File: src/rtl/divider_arb_pkg.sv
// divider_arb_pkg
//   Shared definitions for the divider arbiter slice: FSM state encoding,
//   default parameter values and the watchdog counter width helper.
package divider_arb_pkg;

    typedef enum logic [2:0] {
        ST_IDLE    = 3'd0,
        ST_LAUNCH  = 3'd1,
        ST_WAIT    = 3'd2,
        ST_RESPOND = 3'd3,
        ST_ABORT   = 3'd4
    } state_t;

    localparam int unsigned DEF_N_REQ   = 4;
    localparam int unsigned DEF_W       = 4;
    localparam int unsigned DEF_TIMEOUT = 31;

    // Width needed to hold a watchdog count of 0..timeout.
    function automatic int unsigned wd_width(input int unsigned timeout);
        return $clog2(timeout + 1);
    endfunction

endpackage

File: src/rtl/divider_arbiter_rr.sv
// rr_arbiter
//   Combinational round-robin pick: lowest requesting index at or above ptr,
//   wrapping past N-1 back to 0.
//   req   : request vector
//   ptr   : search start index
//   grant : one-hot winner (all zero when no request)
//   idx   : binary winner index
//   any   : at least one request present
module rr_arbiter #(
    parameter int unsigned N  = 4,
    parameter int unsigned IW = $clog2(N)
) (
    input  logic [N-1:0]  req,
    input  logic [IW-1:0] ptr,
    output logic [N-1:0]  grant,
    output logic [IW-1:0] idx,
    output logic          any
);

    logic [IW-1:0] pos;
    logic          hit;

    always_comb begin
        grant = '0;
        idx   = '0;
        pos   = '0;
        hit   = 1'b0;
        for (int unsigned k = 0; k < N; k++) begin
            pos = IW'((32'(ptr) + k) % N);
            if (!hit && req[pos]) begin
                hit        = 1'b1;
                grant[pos] = 1'b1;
                idx        = pos;
            end
        end
    end

    assign any = |req;

endmodule

File: src/rtl/divider_arbiter.sv
// divider_arbiter
//   Shares one iterative divider among N_REQ requesters. A round-robin pick
//   accepts one request, screens divide-by-zero, launches the divider, waits
//   for done under a watchdog and returns the result to the winner.
//   clk, rst                 : clock, asynchronous active-low reset
//   req_valid/dividend/divisor : per-requester request (packed slices of W)
//   req_ready                : one-hot accept pulse
//   rsp_valid                : one-hot response pulse with rsp_quotient,
//                              rsp_remainder, rsp_error, rsp_timeout
//   div_*                    : controls to / results from the divider
//   busy                     : high whenever not idle
module divider_arbiter
    import divider_arb_pkg::*;
#(
    parameter int unsigned N_REQ   = DEF_N_REQ,
    parameter int unsigned W       = DEF_W,
    parameter int unsigned TIMEOUT = DEF_TIMEOUT
) (
    input  logic               clk,
    input  logic               rst,
    input  logic [N_REQ-1:0]   req_valid,
    input  logic [N_REQ*W-1:0] req_dividend,
    input  logic [N_REQ*W-1:0] req_divisor,
    output logic [N_REQ-1:0]   req_ready,
    output logic [N_REQ-1:0]   rsp_valid,
    output logic [W-1:0]       rsp_quotient,
    output logic [W-1:0]       rsp_remainder,
    output logic               rsp_error,
    output logic               rsp_timeout,
    output logic               div_go,
    output logic [W-1:0]       div_dividend,
    output logic [W-1:0]       div_divisor,
    output logic [W-1:0]       div_n,
    output logic               div_rst,
    input  logic               div_done,
    input  logic               div_error,
    input  logic [W-1:0]       div_quotient,
    input  logic [W-1:0]       div_remainder,
    output logic               busy
);

    localparam int unsigned IW = $clog2(N_REQ);
    localparam int unsigned CW = wd_width(TIMEOUT);

    state_t           state, state_nxt;
    logic [IW-1:0]    ptr;
    logic [IW-1:0]    g_idx;
    logic [N_REQ-1:0] g_vec;
    logic [N_REQ-1:0] owner;
    logic             any_req;
    logic [W-1:0]     sel_dividend, sel_divisor;
    logic [CW-1:0]    wd_cnt;
    logic             wd_expired;
    logic             zero_div;

    rr_arbiter #(
        .N  (N_REQ),
        .IW (IW)
    ) u_rr (
        .req   (req_valid),
        .ptr   (ptr),
        .grant (g_vec),
        .idx   (g_idx),
        .any   (any_req)
    );

    assign sel_dividend = req_dividend[32'(g_idx) * W +: W];
    assign sel_divisor  = req_divisor[32'(g_idx) * W +: W];

    // WAIT cycle k sees wd_cnt == k, so the last permitted cycle is TIMEOUT-1.
    assign wd_expired = (wd_cnt == CW'(TIMEOUT - 1));

    always_comb begin
        state_nxt = state;
        case (state)
            ST_IDLE:    if (any_req) state_nxt = (sel_divisor == '0) ? ST_RESPOND : ST_LAUNCH;
            ST_LAUNCH:  state_nxt = ST_WAIT;
            ST_WAIT: begin
                if (div_done)        state_nxt = ST_RESPOND;
                else if (wd_expired) state_nxt = ST_ABORT;
            end
            ST_ABORT:   state_nxt = ST_RESPOND;
            ST_RESPOND: state_nxt = ST_IDLE;
            default:    state_nxt = ST_IDLE;
        endcase
    end

    // rsp_valid is raised on the edge the result becomes known: entering
    // RESPOND for divider/abort results, leaving RESPOND for a divide-by-zero,
    // so the zero-divisor response never overlaps its own req_ready pulse.
    always_ff @(posedge clk or negedge rst) begin
        if (!rst) begin
            state         <= ST_IDLE;
            ptr           <= '0;
            owner         <= '0;
            zero_div      <= 1'b0;
            wd_cnt        <= '0;
            req_ready     <= '0;
            rsp_valid     <= '0;
            rsp_quotient  <= '0;
            rsp_remainder <= '0;
            rsp_error     <= 1'b0;
            rsp_timeout   <= 1'b0;
            div_go        <= 1'b0;
            div_dividend  <= '0;
            div_divisor   <= '0;
            div_n         <= '0;
            div_rst       <= 1'b1;
            busy          <= 1'b0;
        end else begin
            state     <= state_nxt;
            busy      <= (state_nxt != ST_IDLE);
            req_ready <= '0;
            rsp_valid <= '0;
            div_go    <= 1'b0;
            div_rst   <= 1'b0;
            case (state)
                ST_IDLE: begin
                    if (any_req) begin
                        req_ready    <= g_vec;
                        owner        <= g_vec;
                        div_dividend <= sel_dividend;
                        div_divisor  <= sel_divisor;
                        div_n        <= W'(W);
                        ptr          <= (g_idx == IW'(N_REQ - 1)) ? '0 : g_idx + 1'b1;
                        zero_div     <= (sel_divisor == '0);
                        if (sel_divisor == '0) begin
                            rsp_quotient  <= '0;
                            rsp_remainder <= '0;
                            rsp_error     <= 1'b1;
                            rsp_timeout   <= 1'b0;
                        end
                    end
                end
                ST_LAUNCH: begin
                    div_go <= 1'b1;
                    wd_cnt <= '0;
                end
                ST_WAIT: begin
                    if (div_done) begin
                        rsp_quotient  <= div_quotient;
                        rsp_remainder <= div_remainder;
                        rsp_error     <= div_error;
                        rsp_timeout   <= 1'b0;
                        rsp_valid     <= owner;
                    end else if (wd_expired) begin
                        div_rst       <= 1'b1;
                        rsp_quotient  <= '0;
                        rsp_remainder <= '0;
                        rsp_error     <= 1'b1;
                        rsp_timeout   <= 1'b1;
                    end else begin
                        wd_cnt <= wd_cnt + 1'b1;
                    end
                end
                ST_ABORT:   rsp_valid <= owner;
                ST_RESPOND: if (zero_div) rsp_valid <= owner;
                default: ;
            endcase
        end
    end

endmodule

File: config.mk
export PLATFORM = sky130hd
export DESIGN_NAME = divider_arbiter
export DESIGN_NICKNAME = d
export VERILOG_FILES = /design/src/rtl/divider_arb_pkg.sv /design/src/rtl/divider_arbiter_rr.sv /design/src/rtl/divider_arbiter.sv
export SDC_FILE = /design/constraint.sdc
export NUM_CORES = 1
export LEC_CHECK = 0
export ABC_AREA = 1
export ABC_CLOCK_PERIOD_IN_PS = 6450
export BUFFER_PORTS_ARGS = -buffer_cell sky130_fd_sc_hd__buf_2
export CAP_MARGIN = 20
export CORE_ASPECT_RATIO = 0.75
export CORE_MARGIN = 5
export CORE_UTILIZATION = 31
export CTS_CLUSTER_SIZE = 28
export DETAILED_ROUTE_END_ITERATION = 7
export GPL_TIMING_DRIVEN = 0
export HOLD_SLACK_MARGIN = 0.02
export PLACE_DENSITY_LB_ADDON = 0.08
export SYNTH_ARGS = -nofsm -noshare
export SYNTH_HDL_FRONTEND = slang
export SYNTH_SLANG_ARGS = --single-unit
File: constraint.sdc
create_clock -name clk -period 6.45 [get_ports clk]
set_input_delay 1.6125 -clock clk [delete_from_list [all_inputs] [get_ports clk]]
set_output_delay 1.6125 -clock clk [all_outputs]
set_load 0.01 [all_outputs]
==> impl_metrics.prom <==
# TYPE chip_impl_metric gauge
chip_impl_metric{name="globalRoute.totalOverflow",unit=""} 0
chip_impl_metric{name="report.power.total",unit="mW"} 1.76
chip_impl_metric{name="grt_pass1_wl",unit="mm"} 10.7
chip_impl_metric{name="drive_above_1_share",unit=""} 0.290
chip_impl_metric{name="drv_cap",unit=""} 0
chip_impl_info{name="min_delay_worst_endpoint",value="rsp_quotient[1]"} 1
chip_impl_metric{name="flow.area_growth_from_synthesis",unit="%"} 25.8
chip_impl_metric{name="cts.hold.buffers_added",unit=""} 0
chip_impl_metric{name="r2r_slack",unit="ps"} 3630
chip_impl_metric{name="number_of_cell_instances_on_the_worst_register_to_register_path",unit=""} 18
chip_impl_metric{name="dieWidth",unit="um"} 115
chip_impl_info{name="holdCritPathClass",value="reg -> reg"} 1
chip_impl_metric{name="route.detailed.wl_per_inst",unit="um"} 12.0
chip_impl_metric{name="ir_drop",unit="mV"} 0.296
chip_impl_metric{name="die-area",unit="um2"} 10200
chip_impl_metric{name="num-fill-cells",unit=""} 855
chip_impl_metric{name="cts_max_path_buffers",unit=""} 2
chip_impl_metric{name="detailedPlacementHpwl",unit="mm"} 4.94
chip_impl_metric{name="drt_iter0_drc",unit=""} 148
chip_impl_metric{name="timing_max_transition_violations_final",unit=""} 0
chip_impl_metric{name="final.period_utilization",unit=""} 0.487
chip_impl_metric{name="cpPeakStageDelay",unit="ps"} 160
chip_impl_metric{name="timing_worst_slew_pin_value",unit="ps"} 691
chip_impl_metric{name="total_leakage_power",unit="nW"} 1.79
chip_impl_info{name="crit_family",value="simple AND/OR/NAND/NOR gates"} 1
chip_impl_info{name="hold_path.startpoint",value="rsp_quotient[1]"} 1
chip_impl_info{name="setup.worst_path.start_class",value="input pin"} 1
chip_impl_info{name="timing.critical_path.cells",value="buf_2 > inv_1 > nand2_2 > nand3_2 > nand2_4 > nor2_4 > nand2_4 > nand2_4 > nand2_4 > buf_6 > nand2_1 > nand3_2 > nand2_2 > nand3_2 > nand2_2 > nand2_4 > nand2_1 > nand2_1"} 1
chip_impl_metric{name="gp_congestion",unit=""} 0.816
chip_impl_metric{name="totalWireLength",unit="mm"} 6.31
chip_impl_metric{name="sequential_cell_area_fraction_in_the_yosys_report",unit=""} 0.438
chip_impl_metric{name="slew-limit-headroom",unit=""} 0.538
chip_impl_metric{name="finalHoldViolCount",unit=""} 0
chip_impl_info{name="clock_tree_from_tritoncts",value="yes"} 1
chip_impl_metric{name="synthesis.area_per_instance",unit="um2"} 7.72
chip_impl_info{name="crit_reg_reg_startpoint",value="ptr[1]"} 1
chip_impl_info{name="rr_endpoint",value="rsp_remainder[2]"} 1
chip_impl_metric{name="die_h",unit="um"} 88.9
chip_impl_metric{name="grt_usage",unit=""} 0.130
chip_impl_info{name="crit_top_cell",value="sky130_fd_sc_hd__nand2_4"} 1
chip_impl_metric{name="yosysUniqueCellTypes",unit=""} 35
chip_impl_metric{name="whs_path_depth",unit=""} 2
chip_impl_metric{name="detailedRoute.firstPassIterationCount",unit=""} 4
chip_impl_metric{name="postSynthCellCount",unit=""} 333
chip_impl_metric{name="drt_drc_violations_left",unit=""} 0
chip_impl_metric{name="critical_path_buffer_and_inverter_count",unit=""} 3
chip_impl_metric{name="timing.final.setup_violations",unit=""} 0
chip_impl_metric{name="crit_fanout",unit=""} 10
chip_impl_info{name="ctsRootBufferMaster",value="sky130_fd_sc_hd__clkbuf_8"} 1
chip_impl_metric{name="routed-via-count",unit=""} 2311
chip_impl_metric{name="critical_path_required",unit="ps"} 6650
chip_impl_metric{name="postSynthRegisterBits",unit=""} 45
chip_impl_metric{name="total_clock_buffers_created_by_cts",unit=""} 5
chip_impl_metric{name="cp_data_arrival_time",unit="ps"} 3340
chip_impl_metric{name="via_per_inst",unit=""} 4.39
chip_impl_metric{name="fmaxAchievable",unit="GHz"} 0.319
chip_impl_metric{name="cts_post_setup_buffers_inserted",unit=""} 0
chip_impl_info{name="crit_path_end_kind",value="flip-flop"} 1
chip_impl_metric{name="grt_antenna_before_repair",unit=""} 0
chip_impl_metric{name="grt_max_degree",unit=""} 46
chip_impl_metric{name="core.rowCount",unit=""} 28
chip_impl_metric{name="cts_sinks",unit=""} 45
chip_impl_info{name="worst_setup_path_startpoint",value="req_valid[1]"} 1
chip_impl_metric{name="nNetsFinal",unit=""} 474
chip_impl_metric{name="finalClockSkew",unit="ps"} 7.32
chip_impl_metric{name="clock_latency",unit="ps"} 300
chip_impl_metric{name="synthesized_area",unit="um2"} 2570
chip_impl_metric{name="postCtsResizedCells",unit=""} 0
chip_impl_info{name="grt_setup_unrepaired",value="no"} 1
chip_impl_metric{name="drtAntennaViolNets",unit=""} 0
chip_impl_metric{name="starting_density_of_the_core",unit=""} 0.322
chip_impl_metric{name="core_area",unit="um2"} 7990
chip_impl_metric{name="antennaDiodeCount",unit=""} 0
chip_impl_metric{name="numPortBuffers",unit=""} 77
chip_impl_metric{name="first_global_vias",unit=""} 2296
chip_impl_metric{name="ios",unit=""} 81
chip_impl_info{name="cpMaxStageDelayCell",value="sky130_fd_sc_hd__buf_6"} 1
chip_impl_metric{name="final_period_minus_worst_setup_slack",unit="ps"} 3140
chip_impl_info{name="status",value="finished clean"} 1
chip_impl_metric{name="htree_num_levels",unit=""} 2
chip_impl_info{name="timing_worst_setup_path_type",value="in -> reg"} 1
chip_impl_metric{name="final.setup.tns",unit="ps"} 0
chip_impl_metric{name="yosys_warnings",unit=""} 0
chip_impl_metric{name="clock_pin_transition_on_the_worst_setup_and_hold_timing_paths",unit="ps"} 90
chip_impl_metric{name="power.density_cell_area",unit="nW/um2"} 542
worst reg2reg max path, stage by stage (launching register included):
cell	delay, ps
sky130_fd_sc_hd__dfrtp_1	520
sky130_fd_sc_hd__inv_1	210
sky130_fd_sc_hd__ha_1	430
sky130_fd_sc_hd__inv_1	110
sky130_fd_sc_hd__nand3_1	100
sky130_fd_sc_hd__nand2_2	90
sky130_fd_sc_hd__a21oi_2	150
sky130_fd_sc_hd__nand2_2	130
sky130_fd_sc_hd__nand2_4	160
sky130_fd_sc_hd__inv_2	50
sky130_fd_sc_hd__buf_6	130
sky130_fd_sc_hd__nand2_2	50
sky130_fd_sc_hd__nand3_2	60
sky130_fd_sc_hd__nand2_2	110
sky130_fd_sc_hd__nand3_2	90
sky130_fd_sc_hd__nand2_2	90
sky130_fd_sc_hd__nand2_4	100
sky130_fd_sc_hd__nand2_1	90
sky130_fd_sc_hd__nand2_1	50
cell type report:
| class | instances | area (um2) | area share |
|---|---|---|---|
| timing repair buffer | 78 | 405 | 0.125 |
| multi-input combinational | 232 | 1200 | 0.370 |
| tap | 105 | 131 | 0.0406 |
| buffer | 9 | 68.8 | 0.0213 |
| inverter | 49 | 184 | 0.0568 |
| clock buffer | 6 | 82.6 | 0.0255 |
| sequential | 45 | 1130 | 0.348 |
| clock inverter | 2 | 37.5 | 0.0116 |
synthesized netlist by cell type:
library cell	number	area [um2]
sky130_fd_sc_hd__nor2_1	38	143
sky130_fd_sc_hd__o22ai_1	4	25.0
sky130_fd_sc_hd__nand3_2	6	60.1
sky130_fd_sc_hd__nand4_1	2	12.5
sky130_fd_sc_hd__o211ai_1	1	7.51
sky130_fd_sc_hd__and3_1	1	6.26
sky130_fd_sc_hd__nor2_4	1	11.3
sky130_fd_sc_hd__a21oi_2	1	8.76
sky130_fd_sc_hd__conb_1	1	3.75
sky130_fd_sc_hd__nand2_4	6	67.6
sky130_fd_sc_hd__buf_4	3	22.5
sky130_fd_sc_hd__or2_2	1	6.26
sky130_fd_sc_hd__o21bai_1	4	30.0
sky130_fd_sc_hd__o21ai_0	19	95.1
sky130_fd_sc_hd__dfrtp_1	44	1100
sky130_fd_sc_hd__buf_2	1	5.00
sky130_fd_sc_hd__inv_2	4	15.0
sky130_fd_sc_hd__o31ai_1	2	15.0
sky130_fd_sc_hd__a31oi_1	7	43.8
sky130_fd_sc_hd__nor2_2	3	18.8
sky130_fd_sc_hd__nand3b_1	3	22.5
sky130_fd_sc_hd__inv_1	45	169
sky130_fd_sc_hd__ha_1	6	75.1
sky130_fd_sc_hd__nand2_2	6	37.5
sky130_fd_sc_hd__dfstp_2	1	26.3
sky130_fd_sc_hd__clkbuf_1	2	7.51
sky130_fd_sc_hd__nor4_1	1	6.26
sky130_fd_sc_hd__nor3b_1	1	7.51
sky130_fd_sc_hd__nand2_1	79	297
sky130_fd_sc_hd__nand3_1	23	115
sky130_fd_sc_hd__buf_6	3	33.8
sky130_fd_sc_hd__a21oi_1	9	45.0
sky130_fd_sc_hd__nor3_1	3	15.0
sky130_fd_sc_hd__xor2_1	1	8.76
sky130_fd_sc_hd__a21boi_0	1	7.51
placed cells by master (no fill, tap or decap), types with 3 or more instances in the layout:
cell,count
sky130_fd_sc_hd__a21oi_1,9
sky130_fd_sc_hd__a31oi_1,7
sky130_fd_sc_hd__buf_2,78
sky130_fd_sc_hd__buf_4,3
sky130_fd_sc_hd__buf_6,3
sky130_fd_sc_hd__clkbuf_8,6
sky130_fd_sc_hd__conb_1,3
sky130_fd_sc_hd__dfrtp_1,44
sky130_fd_sc_hd__ha_1,6
sky130_fd_sc_hd__inv_1,45
sky130_fd_sc_hd__inv_2,4
sky130_fd_sc_hd__nand2_1,79
sky130_fd_sc_hd__nand2_2,6
sky130_fd_sc_hd__nand2_4,6
sky130_fd_sc_hd__nand3_1,23
sky130_fd_sc_hd__nand3_2,6
sky130_fd_sc_hd__nand3b_1,3
sky130_fd_sc_hd__nor2_1,38
sky130_fd_sc_hd__nor2_2,3
sky130_fd_sc_hd__nor3_1,3
sky130_fd_sc_hd__o21ai_0,19
sky130_fd_sc_hd__o21bai_1,4
sky130_fd_sc_hd__o22ai_1,4
report_power, final:
part / switching, mW / internal (mW)
Combinational: 0.704 / 0.390
Clock: 0.0984 / 0.126
Sequential: 0.0569 / 0.380
kinds of logic (layout without fill, tap and decap cells):
family | count (synthesis) | after routing | synth area share
and+or+nand+nor | 174 | 174 | 0.321
buffers and inverters | 58 | 144 | 0.0983
AOI/OAI and AO/OA | 48 | 48 | 0.108
DFF | 45 | 45 | 0.438
adders and majority gates | 6 | 6 | 0.0292
other | 1 | 3 | 0.00146
xor gates and xnor gates | 1 | 1 | 0.00341
worst max-delay path by stage:
stage                                   to  cells past startpoint  slack, ps
after detailed placement  rsp_remainder[2]                     18       2980
final                     rsp_remainder[2]                     18       3310
after global placement           rsp_error                     18       2990
after global routing      rsp_remainder[3]                     18       3100
after CTS                 rsp_remainder[2]                     18       3310
after floorplan                  rsp_error                     18       3390
layer usage:
metal / track usage / share of wire / vias up
met5: 0 / 0 / -
met4: 0.0320 / 0.0086 / 0
met3: 0.0335 / 0.065 / 5
met2: 0.188 / 0.40 / 67
met1: 0.193 / 0.52 / 1014
li1: - / - / 1225
sequential cells by signal, indices dropped and copies added, names as in the netlist, 2 cells and up:
register	flops
rsp_remainder	4
state	3
rsp_valid	4
owner	4
wd_cnt	5
req_ready	4
rsp_quotient	4
div_dividend	4
ptr	2
div_divisor	4
per-stage QoR:
step | instances | util | setup slack (ps) | hold slack [ps] | area (um2)
2_1_floorplan | 335 | - | 3390 | 451 | 2580
3_3_place_gp | 517 | 0.388 | 2990 | 451 | 3100
3_5_place_dp | 517 | 0.388 | 2980 | 457 | 3100
4_1_cts | 525 | 0.403 | 3310 | 486 | 3220
5_1_grt | 526 | 0.405 | 3100 | 515 | 3240
6_report | 526 | 0.405 | 3310 | 482 | 3240
Power figures use the tool's default switching activity.
